[src/rtl/gcd_pkg.sv]
// Shared types and constants for the subtractive-Euclid GCD engine.
package gcd_pkg;
    localparam int GCD_WIDTH = 5;

    typedef enum logic [1:0] {
        IDLE = 2'd0,
        CALC = 2'd1,
        DONE = 2'd2
    } state_e;
endpackage

[src/rtl/gcd_if.sv]
// Start/done handshake and operand/result bus for the GCD engine.
interface gcd_if #(
    parameter int WIDTH = gcd_pkg::GCD_WIDTH
);
    logic             start;
    logic [WIDTH-1:0] a_in;
    logic [WIDTH-1:0] b_in;
    logic             busy;
    logic             done;
    logic [WIDTH-1:0] result;

    modport master (output start, a_in, b_in, input busy, done, result);
    modport slave  (input start, a_in, b_in, output busy, done, result);
endinterface

[src/rtl/gcd_datapath.sv]
// Operand registers, compare flags and the two subtractors of the GCD engine.
module gcd_datapath
    import gcd_pkg::*;
#(
    parameter int WIDTH = GCD_WIDTH
) (
    input  logic             clk,
    input  logic             reset,
    input  logic             load_i,
    input  logic             step_i,
    input  logic [WIDTH-1:0] a_i,
    input  logic [WIDTH-1:0] b_i,
    output logic [WIDTH-1:0] a_o,
    output logic [WIDTH-1:0] b_o,
    output logic             a_zero_o,
    output logic             b_zero_o,
    output logic             eq_o,
    output logic             a_gt_b_o
);
    logic [WIDTH-1:0] a_q, a_d;
    logic [WIDTH-1:0] b_q, b_d;

    assign a_zero_o = (a_q == '0);
    assign b_zero_o = (b_q == '0);
    assign eq_o     = (a_q == b_q);
    assign a_gt_b_o = (a_q > b_q);
    assign a_o      = a_q;
    assign b_o      = b_q;

    // Only the larger operand is reduced, so neither subtractor can wrap.
    always_comb begin
        a_d = a_q;
        b_d = b_q;
        if (load_i) begin
            a_d = a_i;
            b_d = b_i;
        end else if (step_i) begin
            if (a_gt_b_o) a_d = a_q - b_q;
            else          b_d = b_q - a_q;
        end
    end

    always_ff @(posedge clk or posedge reset) begin
        if (reset) begin
            a_q <= '0;
            b_q <= '0;
        end else begin
            a_q <= a_d;
            b_q <= b_d;
        end
    end
endmodule

[src/rtl/gcd_engine.sv]
// Iterative GCD unit: FSM and held result register around gcd_datapath.
module gcd_engine
    import gcd_pkg::*;
#(
    parameter int WIDTH = GCD_WIDTH
) (
    input  logic  clk,
    input  logic  reset,
    gcd_if.slave  bus
);
    state_e           state_q, state_d;
    logic [WIDTH-1:0] result_q, result_d;
    logic             load, step;
    logic [WIDTH-1:0] a_cur, b_cur;
    logic             a_zero, b_zero, eq, a_gt_b;

    gcd_datapath #(.WIDTH(WIDTH)) u_dp (
        .clk      (clk),
        .reset    (reset),
        .load_i   (load),
        .step_i   (step),
        .a_i      (bus.a_in),
        .b_i      (bus.b_in),
        .a_o      (a_cur),
        .b_o      (b_cur),
        .a_zero_o (a_zero),
        .b_zero_o (b_zero),
        .eq_o     (eq),
        .a_gt_b_o (a_gt_b)
    );

    always_comb begin
        state_d  = state_q;
        result_d = result_q;
        load     = 1'b0;
        step     = 1'b0;
        unique case (state_q)
            IDLE: if (bus.start) begin
                load    = 1'b1;
                state_d = CALC;
            end
            CALC: begin
                if (a_zero) begin
                    result_d = b_cur;
                    state_d  = DONE;
                end else if (b_zero || eq) begin
                    result_d = a_cur;
                    state_d  = DONE;
                end else begin
                    step = 1'b1;
                end
            end
            DONE:    state_d = IDLE;
            default: state_d = IDLE;
        endcase
    end

    always_ff @(posedge clk or posedge reset) begin
        if (reset) begin
            state_q  <= IDLE;
            result_q <= '0;
        end else begin
            state_q  <= state_d;
            result_q <= result_d;
        end
    end

    // Pure state decodes keep start out of the busy/done timing path.
    assign bus.busy   = (state_q != IDLE);
    assign bus.done   = (state_q == DONE);
    assign bus.result = result_q;
endmodule

[src/flat_wrapper.sv]
// flat-port wrapper written by rule: the top's interface ports become plain ports
module gcd_engine_flat import gcd_pkg::*;
#(
    parameter int WIDTH = GCD_WIDTH
)
  (clk, reset, bus_start, bus_a_in, bus_b_in, bus_busy, bus_done, bus_result);
  gcd_if #(.WIDTH(WIDTH)) bus_i ();
  input  logic clk;
  input  logic reset;
  input wire logic [$bits(bus_i.start)-1:0] bus_start;
  input wire logic [$bits(bus_i.a_in)-1:0] bus_a_in;
  input wire logic [$bits(bus_i.b_in)-1:0] bus_b_in;
  output wire logic [$bits(bus_i.busy)-1:0] bus_busy;
  output wire logic [$bits(bus_i.done)-1:0] bus_done;
  output wire logic [$bits(bus_i.result)-1:0] bus_result;
  assign bus_i.start = bus_start;
  assign bus_i.a_in = bus_a_in;
  assign bus_i.b_in = bus_b_in;
  assign bus_busy = bus_i.busy;
  assign bus_done = bus_i.done;
  assign bus_result = bus_i.result;
  gcd_engine #(.WIDTH(WIDTH)) u_core (.clk(clk), .reset(reset), .bus(bus_i));
endmodule
[config.mk]
export PLATFORM = sky130hd
export DESIGN_NAME = gcd_engine_flat
export DESIGN_NICKNAME = d
export VERILOG_FILES = /design/src/rtl/gcd_pkg.sv /design/src/rtl/gcd_if.sv /design/src/rtl/gcd_datapath.sv /design/src/rtl/gcd_engine.sv /design/src/flat_wrapper.sv
export SDC_FILE = /design/constraint.sdc
export NUM_CORES = 1
export LEC_CHECK = 0
export CAP_MARGIN = 20
export CORE_MARGIN = 2
export CORE_UTILIZATION = 30
export DETAILED_ROUTE_END_ITERATION = 16
export PLACE_DENSITY_LB_ADDON = 0.2
export SLEW_MARGIN = 20
export SYNTH_ARGS = -nofsm -noshare
export SYNTH_HDL_FRONTEND = slang
export SYNTH_HIERARCHICAL = 1
export SYNTH_SLANG_ARGS = --single-unit
[constraint.sdc]
create_clock -name clk -period 3.8 [get_ports clk]
set_clock_uncertainty 0.2 [all_clocks]
set_input_delay 0.76 -clock clk [delete_from_list [all_inputs] [get_ports clk]]
set_output_delay 0.76 -clock clk [all_outputs]
set_load 0.1 [all_outputs]
==> impl_results.md, run 1 <==
- Crit path cell chain: or2_2 > clkdlybuf4s50_1
- Rel. slew slack: 0.356
- Cell Area, Synth: 1290 sq um
- Number of buffers added by the clock tree synthesis step: 3
- Area share of xor/xnor cells in the synthesized design: 0.0406
- Net Count, Synth: 154
- Final clock period utilization by the worst path: 0.754
- Insertion delay to the later sink of the worst-skew pair: 250 ps
- Shortest period the worst path allows: 2860 ps
- Worst slew pin tran: 964 ps
- Cells resized by post-CTS repair: 0
- Total Nets Final: 174
- Fin. max-slew vios: 0
- Number of buffers added for setup after CTS: 0
- Quantity of I/O buffers inserted on ports: 19
- Die Area: 4850 sq um
- Post-detailed-route count of antenna-violating nets: 0
- Final WL: 3.05 mm
- Vias per cell: 5.06
- Core outline area: 4090 sq um
- Synthesized-area fraction occupied by ao, oa, aoi and oai cells: 0.209
- Standard-cell rows: 23
- Number of global-route vias before repair: 1,081
- Delay of the slowest critical-path stage: 970 ps
- Share of cell area taken by muxes after synthesis: 0.102
- Layout area overhead: 20.7%
- Max_cap viols: 0
- Category of cells accounting for the largest share of critical-path delay: buffers and inverters
- Total Neg Setup Slack: 0 ps
- Bufs on Longest Clock Path: 2
- Synthesized-area fraction occupied by and/or/nand/nor cells: 0.109
- Max Fanout on Critical Path: 3
- Crit path launch type: flip-flop
- Starting Density: 0.317
- Antenna violations before repair: 0
- Total non-filler cell area in the finished layout: 1560 sq um
- Number of placed instances, taps included: 195
- Global-route wire length before repair: 5.21 mm
- Half-perimeter wire length after placement: 2.32 mm
- Gate Count Post-Synth: 130
- Unrepaired setup endpoints after global routing: no
- Total gr overflow: 0
- Portion of synthesized cell area occupied by the leading cell type: 0.329
- Number of hold violations in the final report: 0
- Sequential share of the synthesized area: 0.329
- Overall Global Routing Usage: 0.132
- Via count: 1,006
- Outcome: finished, final reports clean
- Fmax: 349 MHz
- Placer congestion estimate: 0.870
- Critical-path cell with the highest stage delay: sky130_fd_sc_hd__clkdlybuf4s50_1
- Number of warnings printed during yosys synthesis: 6
- Die width: 69.7 um
- Hold Buf Count CTS: 0
- Post-synth top area cell: sky130_fd_sc_hd__dfrtp_1
- Clock slew at the register clock pins of the worst setup and hold paths: 60 ps
- Final antenna diode count: 0
- Total of endpoints with negative setup slack in the final report: 0
- Number of H-tree levels: 1
- Final cell count without fillers: 199
- Clock Tree Root: sky130_fd_sc_hd__clkbuf_8
- Kind of end point of the critical path: primary output
- Flip-flop and latch count after synthesis: 17
- Die Y-Extent: 69.7 um
- Drt pass-1 iters: 4
- Leading post-synthesis cells by cell area: sky130_fd_sc_hd__dfrtp_1 (33%), sky130_fd_sc_hd__ha_1 (8.7%), sky130_fd_sc_hd__mux2_4 (5.8%), sky130_fd_sc_hd__inv_1 (4.6%), sky130_fd_sc_hd__mux2_2 (4.4%)
- Buf/Inv on CP: 1
- Final core utilization: 0.382
- Initial DRC count: 21
- Placed instance area: 1520 sq um
- Share of layout cells above drive strength 1: 0.188
- WL/cell: 15.3 um
- Adder and majority gate portion of the synthesized area: 0.118
- Number of filler instances in the final layout: 421
- Number of design rule violations left after detail routing: 0
- Main combinational cell family by area after synthesis: compound AO/OA/AOI/OAI gates
- Largest net degree at the start of global routing: 15
- I/O pin total: 20
- Per-instance average area after synthesis: 9.95 sq um
- Clock sink total: 17
- Yosys cell types: 37
- Crit Path Category: flip-flop to primary output
- Data arrival time of the worst path: 1900 ps
- Kind of path behind the tightest hold check: flip-flop to flip-flop
- CTS tree: built
- Worst Path Required: 2840 ps
metrics by stage:
| step | setup slack (ps) | hold slack, ps |
|---|---|---|
| after global placement | 1160 | 297 |
| after CTS | 926 | 321 |
| after floorplan | 1130 | 334 |
| final | 936 | 316 |
| after global routing | 889 | 330 |
| after detailed placement | 1190 | 300 |
area by class of cell:
type	instances	area (sq um)	share of cell area
inverter	17	63.8	0.0409
clock buffer	4	45.0	0.0288
sequential	17	425	0.272
multi-input combinational	89	754	0.483
timing repair buffer	22	210	0.135
tap	50	62.6	0.0401
metal layers:
metal / part of all wire / track usage / vias up
met4: 0.014 / 0.0491 / 0
li1: - / - / 495
met2: 0.47 / 0.216 / 21
met1: 0.49 / 0.175 / 484
met5: 0 / 0 / -
met3: 0.033 / 0.0218 / 6
cell usage in the layout (no fill, tap or decap), types with 3 or more instances in the layout:
cell type	netlist	routed
sky130_fd_sc_hd__buf_4	0	4
sky130_fd_sc_hd__nand2_1	4	4
sky130_fd_sc_hd__inv_1	16	16
sky130_fd_sc_hd__mux2_4	5	5
sky130_fd_sc_hd__clkdlybuf4s50_1	0	18
sky130_fd_sc_hd__o21ai_0	4	4
sky130_fd_sc_hd__ha_1	9	9
sky130_fd_sc_hd__o21ai_1	8	8
sky130_fd_sc_hd__dfrtp_1	17	17
sky130_fd_sc_hd__xnor2_1	5	5
sky130_fd_sc_hd__mux2_2	5	5
sky130_fd_sc_hd__a31oi_1	7	7
sky130_fd_sc_hd__clkbuf_8	0	3
sky130_fd_sc_hd__nor2_1	8	8
sky130_fd_sc_hd__a2bb2oi_1	5	5
sky130_fd_sc_hd__a21oi_1	4	4
registers in the layout (all words and copies together) (netlist names):
| name | flops |
|---|---|
| u_core/bus.result | 5 |
| u_core/u_dp/a_o | 5 |
| u_core/state_q | 2 |
| u_core/u_dp/b_o | 5 |
cell families (layout without fill, tap and decap cells):
logic type      count (synthesis)  after routing
flops                          17             17
compound gates                 38             38
buf+inv                        24             43
mux                            10             10
simple gates                   24             24
fa+ha+maj                      11             11
xor+xnor                        6              6
cells in the mapped netlist (all sizes together):
master and instances:
ha 9, a22o 1, o31ai 1, nor2 9, clkbuf 3, fa 2
a2bb2oi 5, nand4 1, dfrtp 17, a41oi 1, a211oi 1, a21o 1
or2 2, nor2b 1, xor2 1, and2 1, nand2 4, a21oi 5
nand2b 2, and4 1, inv 17, nor3 1, or4 1, a311oi 1
buf 4, a221oi 2, xnor2 5, mux2 10, o21ai 12, o22a 1
nor4 1, a31oi 7
worst paths after layout:
path,startpoint,to,slack (ps),cells past startpoint
min,u_core/bus.result[0]$_DFFE_PP0P_,u_core/bus.result[0]$_DFFE_PP0P_,320,1
max reg2reg,u_core/u_dp/a_o[2]$_DFFE_PP0P_,u_core/u_dp/a_o[4]$_DFFE_PP0P_,1170,9
max,u_core/state_q[1]$_DFFE_PP0P_,bus_busy,940,2
min reg2reg,u_core/bus.result[0]$_DFFE_PP0P_,u_core/bus.result[0]$_DFFE_PP0P_,320,1
max in group asynchronous,reset,u_core/u_dp/a_o[0]$_DFFE_PP0P_,2450,2
min in group asynchronous,reset,u_core/state_q[1]$_DFFE_PP0P_,580,2
Power of run 1 is not shown: default switching activity piles up to over one toggle a cycle in this logic, so the estimate is an artifact.
==> run 2: changes to the inputs <==
==> constraint.sdc (replaced) <==
create_clock -name clk -period 2.46 [get_ports clk]
set_clock_uncertainty 0.2 [all_clocks]
set_input_delay 0.492 -clock clk [delete_from_list [all_inputs] [get_ports clk]]
set_output_delay 0.492 -clock clk [all_outputs]
set_load 0.1 [all_outputs]
==> run 2 against run 1 <==
  * Sequential share of layout area shrank 0.48 points
  * Clock-buffer cell count stayed put
  * Die area unchanged
  * Routed wire length increased by 0.66%
  * Highest routed layer unchanged
  * Critical path depth rose by 6
  * Setup slack worse by 780 ps
  * First-iteration DRC count is 100% higher
  * Via count is 0.60% higher
  * Cell count is 2.5% higher
  * Global-route usage grew 0.46 points
==> impl_results.md, run 2 (same netlist as run 1, synthesis figures left out) <==
- Outcome: finished, final reports clean
- Destination of the worst register-to-register timing path: u_core/u_dp/a_o[2]$_DFFE_PP0P_
- Starting Density: 0.317 (unchanged)
- Layout area overhead: 23.6%
- CTS tree: built
- Initial DRC count: 43 (+100%)
- Met3 Resource Use GR: 0.0378 (+0.0160)
- Worst hold-check slack: 303 ps (-12.3 ps)
- Clock sink total: 17 (unchanged)
- Half-perimeter wire length after placement: 2.39 mm (+2.9%)
- Number of buffers added by the clock tree synthesis step: 3 (unchanged)
- I/O pin total: 20 (unchanged)
- Unrepaired setup endpoints after global routing: no
- Number of global-route vias before repair: 1,079 (-0.19%)
- Share of layout cells above drive strength 1: 0.266 (+0.0783)
- Core outline area: 4090 sq um (unchanged)
- Kind of path behind the tightest hold check: primary input to async pin
- Commonest non-fill, non-tap cells in the layout: sky130_fd_sc_hd__inv_1 (16), sky130_fd_sc_hd__dfrtp_1 (15), sky130_fd_sc_hd__buf_4 (14), sky130_fd_sc_hd__clkdlybuf4s50_1 (12), sky130_fd_sc_hd__ha_1 (9)
- Data arrival time of the worst path: 2260 ps (+360 ps)
- Max Fanout on Critical Path: 13 (+10)
- GRT met1 Usage: 0.188 (+0.0127)
- Final clock period utilization by the worst path: 0.935
- Global-route wire length before repair: 5.27 mm (+1.2%)
- Crit path launch type: flip-flop
- Number of hold violations in the final report: 0 (unchanged)
- Die width: 69.7 um (unchanged)
- Delay of the slowest critical-path stage: 400 ps (-570 ps)
- Critical-path cell with the highest stage delay: sky130_fd_sc_hd__dfrtp_2
- Crit Path Category: flip-flop to flip-flop
- Vias per cell: 4.96 (-1.9%)
- Kind of end point of the critical path: flip-flop
- Met2 layer usage reported by global route: 0.210 (-0.00534)
- Number of H-tree levels: 1 (unchanged)
- Largest net degree at the start of global routing: 14 (-1)
- Total gr overflow: 0 (unchanged)
- Final antenna diode count: 0 (unchanged)
- Total Nets Final: 179 (+2.9%)
- Fin. max-slew vios: 0 (unchanged)
- Insertion delay to the later sink of the worst-skew pair: 250 ps (about the same)
- Standard-cell rows: 23 (unchanged)
- Shortest period the worst path allows: 2300 ps
- Worst Path Required: 2420 ps (-420 ps)
- Total Neg Setup Slack: 0 ps (unchanged)
- Placer congestion estimate: 0.854 (-1.8%)
- Via count: 1,012 (+0.60%)
- Antenna violations before repair: 0 (unchanged)
- Worst flop-to-flop path startpoint: u_core/u_dp/a_o[3]$_DFFE_PP0P_
- Clock slew at the register clock pins of the worst setup and hold paths: 60 ps (about the same)
- WL/cell: 15.0 um (-1.8%)
- Quantity of I/O buffers inserted on ports: 19 (unchanged)
- Overall Global Routing Usage: 0.137 (+0.00459)
- Fmax: 435 MHz
- Clock Tree Root: sky130_fd_sc_hd__clkbuf_8
- Die Area: 4850 sq um (unchanged)
- Total of endpoints with negative setup slack in the final report: 0 (unchanged)
- Reg2reg path depth: 8 (-1)
- Slack of the worst reg-to-reg path: 160 ps (-1010 ps)
- Final WL: 3.07 mm (+0.66%)
- Most common library cell in the layout ignoring fill and taps: sky130_fd_sc_hd__inv_1
- Max_cap viols: 0 (unchanged)
- Most Crowded Layer GR: met2
- Worst slew pin tran: 429 ps (-535 ps)
- Post-detailed-route count of antenna-violating nets: 0 (unchanged)
- Die Y-Extent: 69.7 um (unchanged)
- Number of design rule violations left after detail routing: 0 (unchanged)
- Crit path cell chain: inv_1 > ha_1 > and2_4 > and4_1 > nor4_4 > buf_6 > a211oi_1 > a311oi_2
- Drt pass-1 iters: 4 (unchanged)
- Rel. slew slack: 0.714 (+0.358)
- Bufs on Longest Clock Path: 2 (unchanged)
- Hold Buf Count CTS: 0 (unchanged)
==> run 2: stage by stage <==
stage | util | worst slack, ps | area (sq um) | cells
after detailed placement | 0.379 | 72.3 | 1550 | 200
after CTS | 0.390 | 60.4 | 1590 | 204
after global routing | 0.391 | 9.32 | 1600 | 204
final | 0.391 | 159 | 1600 | 204
after global placement | 0.379 | 90.7 | 1550 | 200
after floorplan | - | 55.9 | 1310 | 130
==> run 2: worst max-delay path by stage <==
stage               depth (start not counted)                            from                             end
CTS                                         7  u_core/u_dp/a_o[1]$_DFFE_PP0P_  u_core/u_dp/a_o[2]$_DFFE_PP0P_
detailed placement                          7  u_core/u_dp/a_o[1]$_DFFE_PP0P_  u_core/u_dp/a_o[2]$_DFFE_PP0P_
finish                                      8  u_core/u_dp/a_o[3]$_DFFE_PP0P_  u_core/u_dp/a_o[2]$_DFFE_PP0P_
global route                                8  u_core/u_dp/a_o[0]$_DFFE_PP0P_  u_core/u_dp/a_o[4]$_DFFE_PP0P_
floorplan                                   9  u_core/u_dp/a_o[2]$_DFFE_PP0P_  u_core/u_dp/b_o[2]$_DFFE_PP0P_
global placement                            7  u_core/u_dp/a_o[1]$_DFFE_PP0P_  u_core/u_dp/b_o[2]$_DFFE_PP0P_
==> run 2: critical path, delay by kind of cell (launching register included) <==
kind,cells,cell delay (ps)
compound gates,2,330
fa+ha+maj,1,310
buf+inv,2,240
flops,1,400
simple gates,3,720
==> run 2: final cells by class <==
| type | instances | area, sq um |
|---|---|---|
| clock buffers | 4 | 45.0 |
| well taps | 50 | 62.6 |
| fillers | 405 | 2490 |
| inverters | 17 | 63.8 |
| multi-input cells | 89 | 763 |
| flip-flops and latches | 17 | 428 |
| repair buffers | 27 | 236 |
==> run 2: per-layer routing <==
layer,part of all wire,vias up
met3,0.050,4
li1,-,513
met2,0.47,22
met1,0.48,473
met5,0,-
met4,0.0069,0
==> run 2: timing repair <==
item / in CTS / in global routing
setup endpoints to repair: 0 / 10
endpoints found under the hold margin: 0 / 0
buffers inserted: 0 / 0
resized for setup: 0 / 3
Power of run 2 is left out for the same reason.
==> run 3: changes to the inputs <==
--- a/config.mk
+++ b/config.mk
@@ -6,7 +6,7 @@
 export NUM_CORES = 1
 export LEC_CHECK = 0
 export CAP_MARGIN = 20
-export CORE_MARGIN = 2
+export CORE_MARGIN = 1
 export CORE_UTILIZATION = 30
 export DETAILED_ROUTE_END_ITERATION = 16
 export PLACE_DENSITY_LB_ADDON = 0.2
==> run 3 against run 2 <==
  * Clock-buffer cell count unchanged
  * Sequential share of layout area down 1.1 points
  * Critical path depth is the same
  * Register-to-register slack got worse by 60 ps
  * Die area fell by 5.7%
  * Global-route usage grew 1.1 points
  * Hold slack gained 4.4 ps
  * Cell area grew 3.9%
  * Highest routed layer unchanged
==> impl_results.md, run 3 (same netlist as run 1, synthesis figures left out) <==
- Outcome: finished, final reports clean
- Global-route wire length before repair: 4.89 mm (-7.3%)
- Worst slew pin tran: 422 ps (-6.61 ps)
- Core outline area: 4060 sq um (-0.70%)
- Drt pass-1 iters: 4 (unchanged)
- Total gr overflow: 0 (unchanged)
- CTS tree: built
- Worst flop-to-flop path startpoint: u_core/u_dp/b_o[2]$_DFFE_PP0P_
- Number of global-route vias before repair: 1,016 (-5.8%)
- Number of H-tree levels: 1 (unchanged)
- Commonest non-fill, non-tap cells in the layout: sky130_fd_sc_hd__buf_4 (24), sky130_fd_sc_hd__dfrtp_1 (16), sky130_fd_sc_hd__inv_1 (15), sky130_fd_sc_hd__clkdlybuf4s50_1 (12), sky130_fd_sc_hd__ha_1 (9)
- Kind of end point of the critical path: flip-flop
- Max Fanout on Critical Path: 5 (-8)
- Final core utilization: 0.409 (+0.0182)
- Final WL: 2.98 mm (-2.7%)
- Destination of the worst register-to-register timing path: u_core/u_dp/b_o[2]$_DFFE_PP0P_
- Rel. slew slack: 0.718 (+0.00441)
- Fin. max-slew vios: 0 (unchanged)
- Number of design rule violations left after detail routing: 0 (unchanged)
- Reg2reg path depth: 8 (unchanged)
- Unrepaired setup endpoints after global routing: no
- Insertion delay to the later sink of the worst-skew pair: 250 ps (about the same)
- Vias per cell: 4.87 (-1.8%)
- Die Area: 4580 sq um (-5.7%)
- Final antenna diode count: 0 (unchanged)
- Crit Path Category: flip-flop to flip-flop
- Final clock period utilization by the worst path: 0.958 (+0.0226)
- Worst Setup Slack post-DPL: 124 ps (+51.7 ps)
- Standard-cell rows: 23 (unchanged)
- Via count: 1,038 (+2.6%)
- Most Crowded Layer GR: met2
- Max_cap viols: 0 (unchanged)
- Met2 layer usage reported by global route: 0.219 (+0.00859)
- Placer congestion estimate: 0.868 (+1.6%)
- Share of layout cells above drive strength 1: 0.307 (+0.0405)
- Die Y-Extent: 67.7 um (-2.9%)
- Layout area overhead: 28.4%
- Largest net degree at the start of global routing: 13 (-1)
- Shortest period the worst path allows: 2360 ps (+55.6 ps)
- Kind of path behind the tightest hold check: primary input to async pin
- Total Neg Setup Slack: 0 ps (unchanged)
- I/O pin total: 20 (unchanged)
- WL/cell: 14.0 um (-6.9%)
- Total Nets Final: 188 (+5.0%)
- Half-perimeter wire length after placement: 2.39 mm (+0.28%)
- Quantity of I/O buffers inserted on ports: 19 (unchanged)
- Most common library cell in the layout ignoring fill and taps: sky130_fd_sc_hd__buf_4
- Starting Density: 0.319 (+0.00225)
- Die width: 67.7 um (-2.9%)
- Overall Global Routing Usage: 0.148 (+0.0114)
- Initial DRC count: 46 (+7.0%)
- Crit path launch type: flip-flop
- Fmax: 424 MHz (-2.4%)
- Worst hold-check slack: 308 ps (+4.40 ps)
- Worst Path Required: 2390 ps (-30 ps)
- Total of endpoints with negative setup slack in the final report: 0 (unchanged)
- Met3 Resource Use GR: 0.0439 (+0.00613)
- Number of buffers added by the clock tree synthesis step: 3 (unchanged)
- Bufs on Longest Clock Path: 2 (unchanged)
- GRT met1 Usage: 0.206 (+0.0175)
- Slack of the worst reg-to-reg path: 100 ps (-60 ps)
- Antenna violations before repair: 0 (unchanged)
- Clock sink total: 17 (unchanged)
- Number of filler instances in the final layout: 415 (+2.5%)
- Post-layout worst setup margin: 104 ps (-55.6 ps)
- Post-detailed-route count of antenna-violating nets: 0 (unchanged)
- Number of hold violations in the final report: 0 (unchanged)
- Clock slew at the register clock pins of the worst setup and hold paths: 60 ps (about the same)
- Hold Buf Count CTS: 0 (unchanged)
- Data arrival time of the worst path: 2280 ps (+20 ps)
- Clock Tree Root: sky130_fd_sc_hd__clkbuf_8
## run 3: cell types whose count changed in the layout (fill, tap and decap cells not counted)
cell	delta
sky130_fd_sc_hd__buf_4	+10
sky130_fd_sc_hd__buf_6	-1
sky130_fd_sc_hd__dfrtp_1	+1
sky130_fd_sc_hd__dfrtp_2	-1
sky130_fd_sc_hd__inv_1	-1
sky130_fd_sc_hd__inv_2	+1
## run 3: worst max-delay path by stage
stage                                    from  slack [ps]                             end  depth (start not counted)
5_1_grt        u_core/u_dp/a_o[2]$_DFFE_PP0P_           4  u_core/u_dp/b_o[2]$_DFFE_PP0P_                          9
2_1_floorplan  u_core/u_dp/a_o[2]$_DFFE_PP0P_          60  u_core/u_dp/b_o[2]$_DFFE_PP0P_                          9
3_5_place_dp   u_core/u_dp/b_o[2]$_DFFE_PP0P_         120  u_core/u_dp/a_o[0]$_DFFE_PP0P_                          8
6_report       u_core/u_dp/b_o[2]$_DFFE_PP0P_         100  u_core/u_dp/b_o[2]$_DFFE_PP0P_                          8
3_3_place_gp   u_core/u_dp/b_o[2]$_DFFE_PP0P_         140  u_core/u_dp/a_o[3]$_DFFE_PP0P_                          7
4_1_cts        u_core/u_dp/b_o[2]$_DFFE_PP0P_         110  u_core/u_dp/a_o[0]$_DFFE_PP0P_                          8
## run 3: layout make-up
type / count / area (sq um) / area share
clock buffers: 4 / 45.0 / 0.0271
inverters: 17 / 63.8 / 0.0384
multi-input cells: 89 / 763 / 0.459
flip-flops and latches: 17 / 427 / 0.257
well taps: 50 / 62.6 / 0.0377
repair buffers: 36 / 300 / 0.181
## run 3: critical path: stages, from the launching register on
cell and delay, ps:
sky130_fd_sc_hd__dfrtp_1 420, sky130_fd_sc_hd__ha_1 310, sky130_fd_sc_hd__and2_4 180, sky130_fd_sc_hd__and4_1 240
sky130_fd_sc_hd__nor4_4 290, sky130_fd_sc_hd__buf_4 170, sky130_fd_sc_hd__buf_4 130, sky130_fd_sc_hd__a31oi_1 80
sky130_fd_sc_hd__a22o_1 230
## run 3: repair_timing
| action | CTS | global route |
|---|---|---|
| endpoints found under the setup margin | 0 | 5 |
| setup buffers | 0 | 1 |
| resized for setup | 0 | 2 |
## run 3: through the flow
stage / instance area [sq um] / cells
2_1_floorplan: 1310 / 130
3_3_place_gp: 1610 / 208
3_5_place_dp: 1610 / 208
4_1_cts: 1650 / 212
5_1_grt: 1660 / 213
6_report: 1660 / 213
## run 3: layer usage
layer  vias to the layer above  routed length [um]
met3                         2                 170
li1                        522                   -
met2                        34                1310
met4                         0                  27
met1                       480                1470
met5                         -                   0
Power of run 3 is left out for the same reason.
